## config.mk

```make
export PLATFORM = sky130hd
export DESIGN_NAME = rom_burst_sequencer
export DESIGN_NICKNAME = d
export VERILOG_FILES = /design/src/rtl/rom_burst_sequencer.sv
export SDC_FILE = /design/constraint.sdc
export NUM_CORES = 1
export LEC_CHECK = 0
export ABC_AREA = 1
export BUFFER_PORTS_ARGS = -buffer_cell sky130_fd_sc_hd__clkbuf_2
export CAP_MARGIN = 20
export CORE_ASPECT_RATIO = 1.75
export CORE_MARGIN = 2
export CORE_UTILIZATION = 28
export DETAILED_ROUTE_END_ITERATION = 12
export PLACE_DENSITY = 0.5
export SYNTH_ARGS = -nofsm -noshare
export SYNTH_HDL_FRONTEND = slang
export SYNTH_SLANG_ARGS = --single-unit
```

## constraint.sdc

```tcl
create_clock -name clk -period 1.7 [get_ports clk]
set_input_delay 0.17 -clock clk [delete_from_list [all_inputs] [get_ports clk]]
set_output_delay 0.17 -clock clk [all_outputs]
set_load 0.05 [all_outputs]
```

## src/rtl/rom_burst_sequencer.sv

```systemverilog
// rtl/rom_burst_sequencer.sv - walks a small combinational ROM in bursts and presents words over valid/ready
module rom_burst_sequencer #(
   parameter int AW = 3,
   parameter int DW = 9
) (
   input  logic          clk,
   input  logic          rst,
   input  logic          start,
   input  logic [AW-1:0] start_addr,
   input  logic [AW:0]   count,
   output logic [AW-1:0] rom_addr,
   input  logic [DW-1:0] rom_data,
   output logic          out_valid,
   input  logic          out_ready,
   output logic [DW-1:0] out_data,
   output logic          out_last,
   output logic          busy,
   output logic          done
);

   typedef enum logic [1:0] {
      IDLE    = 2'd0,
      FETCH   = 2'd1,
      PRESENT = 2'd2,
      DONE    = 2'd3
   } state_t;

   state_t        state;
   state_t        state_next;
   logic [AW-1:0] ptr;
   logic [AW:0]   remaining;
   logic          handshake;
   logic          final_word;

   // The pointer register is the only source of the ROM address.
   assign rom_addr   = ptr;
   assign handshake  = out_valid && out_ready;
   assign final_word = (remaining == (AW+1)'(1));
   assign busy       = (state != IDLE);
   assign done       = (state == DONE);

   // State register; reset returns to IDLE from anywhere, overriding start.
   always_ff @(posedge clk) begin
      if (rst) begin
         state <= IDLE;
      end else begin
         state <= state_next;
      end
   end

   // Next-state decode; start is only looked at in IDLE so commands during a burst are dropped.
   always_comb begin
      state_next = state;
      case (state)
         IDLE: begin
            if (start) begin
               state_next = (count != '0) ? FETCH : DONE;
            end
         end
         FETCH: begin
            state_next = PRESENT;
         end
         PRESENT: begin
            if (handshake) begin
               state_next = final_word ? DONE : FETCH;
            end
         end
         DONE: begin
            state_next = IDLE;
         end
         default: begin
            state_next = IDLE;
         end
      endcase
   end

   // Burst bookkeeping and the output word register; the word is held until it is accepted.
   always_ff @(posedge clk) begin
      if (rst) begin
         ptr       <= '0;
         remaining <= '0;
         out_valid <= 1'b0;
         out_last  <= 1'b0;
         out_data  <= '0;
      end else begin
         case (state)
            IDLE: begin
               // Burst parameters are latched only here, at the accepting edge.
               if (start && (count != '0)) begin
                  ptr       <= start_addr;
                  remaining <= count;
               end
            end
            FETCH: begin
               out_data  <= rom_data;
               out_valid <= 1'b1;
               out_last  <= final_word;
            end
            PRESENT: begin
               if (handshake) begin
                  out_valid <= 1'b0;
                  out_last  <= 1'b0;
                  if (!final_word) begin
                     remaining <= remaining - (AW+1)'(1);
                     // Natural AW-bit overflow gives the 7 -> 0 wrap.
                     ptr       <= ptr + AW'(1);
                  end
               end
            end
            default: begin
            end
         endcase
      end
   end

endmodule

```

==> run summary <==
## Status
* **run status** finished clean

## Drt
* **final routed wirelength across all metal layers** 2320 um
* **mean routed wirelength per cell** 10.3 um
* **vias** 989
* **first-pass iteration count of the detailed router** 5
* **number of routed nets with antenna violations** 0
* **drt via density** 4.38
* **DRC violation total after the first TritonRoute iteration** 19
* **DR DRC count** 0

## STA
* **worst slew pin tran** 0.482 ns
* **skew final** 0.00268 ns
* **post-route fraction of the period consumed by the critical path** 0.788
* **Max Clock Freq** 747 MHz
* **unrepaired setup endpoints after global routing** no
* **Total Negative Setup Slacks** 0 ns
* **number of pins with negative max-slew slack in the final report** 0
* **final setup violating endpoints** 0
* **final period demand of the worst path** 1.34 ns
* **Hold Fails Final Rpt** 0
* **Max transition margin** 0.678
* **post-route worst setup slack** 0.360 ns
* **worst hold slack across all endpoints** 0.133 ns

## Cells and area
* **number of antenna diodes** 0
* **fillcell total** 403
* **count of non-filler cells in the finished layout** 226
* **layout cell share with drive strength beyond 1** 0.254
* **multi-input logic area** 520 um2
* **net total in the final layout** 206
* **Syn-to-layout area delta** 26.2%
* **register area** 400 um2

## Logic synthesis
* **number of warnings reported in the yosys synthesis log** 0
* **post-synthesis sequential area ratio** 0.406
* **register bit count reported by yosys** 20
* **Mapped Cells** 145
* **post-synthesis average cell area** 6.81 um2
* **post-synthesis instance area** 987 um2
* **share of the synthesized area in the top cell type** 0.406
* **unique cell type count in the Yosys netlist** 20
* **number of enable-type register cells in the synthesized netlist** 0
* **async set or reset register ratio after synthesis** 0
* **total nets after synthesis** 168
* **top cells by area, synth** sky130_fd_sc_hd__dfxtp_1 41%, sky130_fd_sc_hd__nand2_1 13%, sky130_fd_sc_hd__nor2_1 13%
* **Yosys top cell by area** sky130_fd_sc_hd__dfxtp_1
* **top cells by count, synth** 34 x sky130_fd_sc_hd__nand2_1, 34 x sky130_fd_sc_hd__nor2_1, 20 x sky130_fd_sc_hd__dfxtp_1
* **most used flip-flop cell after synthesis** sky130_fd_sc_hd__dfxtp_1

## Floorplan
* **Core ar.** 3360 um2
* **Die ar.** 4040 um2
* **initial core utilization** 0.294
* **IO Pins** 36
* **die height** 82.6 um
* **horizontal die dimension** 48.9 um
* **floorplan row count** 28

## Critical path
* **critical path required time** 1.85 ns
* **crit path max fanout** 4
* **Critical Path Source** remaining[0]
* **endpoint class of the critical path** flip-flop
* **Critical Path Start Type** flip-flop
* **class of the most critical setup path** reg -> reg
* **Worst Path Arrival** 1.49 ns
* **reg2reg start** remaining[0]

## Clock network
* **sink count of the clock tree** 20
* **Post-CTS Resized** 0
* **H-tree depth reported by CTS** 1
* **CTS root buf** sky130_fd_sc_hd__clkbuf_8
* **CTS hold repair buffers** 0
* **CTS clk-pin slew, worst paths** 0.07 ns
* **number of buffers on the longest clock path** 2
* **number of buffers inserted by post-CTS setup repair** 0
* **cts bufs inserted** 3
* **Skew-Pair Late Insertion Delay** 0.25 ns
* **CTS tree** done

## GRT
* **antenna violations before repair** 0
* **GR Util All Layers** 0.119
* **wire length of the first global-routing pass** 3740 um
* **GRT overflow** 0
* **largest net degree at the start of global routing** 18
* **vias in the first global route** 885

## Min path
* **kind of path behind the tightest hold check** in -> reg
* **Min-Delay Startpoint** rst

## Place
* **final weighted congestion in routability-driven placement** 0.852
* **buffers added on ports** 35
* **estimated wirelength of the detail-placed design** 1830 um
* **Post-Place Cells** 223
* **worst setup slack after placement** 0.355 ns

## Power
* **peak supply drop** 0.487 mV
* **power density relative to cell area** 1160 nW/um2
* **post-layout power** 1440 uW
* **leakage power** 0.000654 uW

## Run
* **Max-cap violations** 0

sequential cells by signal (all words and copies together), names as in the netlist:
name       count
out_data       9
remaining      4
rom_addr       3
state          2
out_last       1
out_valid      1
cells by family after synthesis:
group,Yosys count,share of synthesized area
adder cells (fa/ha/maj),3,0.0380
AO/OA/AOI/OAI,22,0.115
buffers and inverters,15,0.0672
flip-flops,20,0.406
AND/OR/NAND/NOR,85,0.374
cell type report:
| class | count | area share |
|---|---|---|
| Multi-Input combinational cell | 110 | 0.418 |
| Tap cell | 45 | 0.0452 |
| Sequential cell | 20 | 0.321 |
| Inverter | 12 | 0.0361 |
| Clock buffer | 3 | 0.0331 |
| Timing Repair Buffer | 36 | 0.147 |
report_power, final:
group	internal (uW)	switching, uW	total (uW)
Clock	158	149	307
Combinational	157	389	546
Sequential	539	52.5	591
path summary, 6_finish.rpt:
check                               endpoint  slack, ns  cells after the start
worst max register to register  remaining[2]       0.36                      7
worst min register to register      out_last       0.47                      2
worst max-delay path            remaining[2]       0.36                      7
worst min-delay path               out_valid       0.13                      2
routing by layer:
layer / vias to the layer above / track usage / part of all wire
met4: 0 / 0.0686 / 0.0060
met5: - / 0 / 0
met3: 2 / 0.0198 / 0.056
met1: 423 / 0.133 / 0.43
met2: 30 / 0.212 / 0.50
li1: 534 / - / -
worst max-delay path: stages (launching register included):
cell and delay (ns):
sky130_fd_sc_hd__dfxtp_1 0.39, sky130_fd_sc_hd__inv_1 0.09, sky130_fd_sc_hd__ha_1 0.20, sky130_fd_sc_hd__or2_2 0.27
sky130_fd_sc_hd__nand3_1 0.06, sky130_fd_sc_hd__nand2_1 0.05, sky130_fd_sc_hd__nor2_1 0.11, sky130_fd_sc_hd__nor2_1 0.05
cell usage in the layout, fill, tap and decap left out, drive strengths merged, types with 2 or more instances in the layout:
master  count
ha          3
a21oi       9
dfxtp      20
inv        11
nand2      38
clkbuf     38
nand3b      4
nand3       6
nor2       34
or2         2
o21ai      12
per-stage QoR:
step                 util  area (um2)
finish              0.371        1250
global route        0.371        1250
CTS                 0.371        1250
detailed placement  0.358        1200
global placement    0.358        1200
floorplan               -         987
No activity file was read; power rests on OpenSTA's default activity.
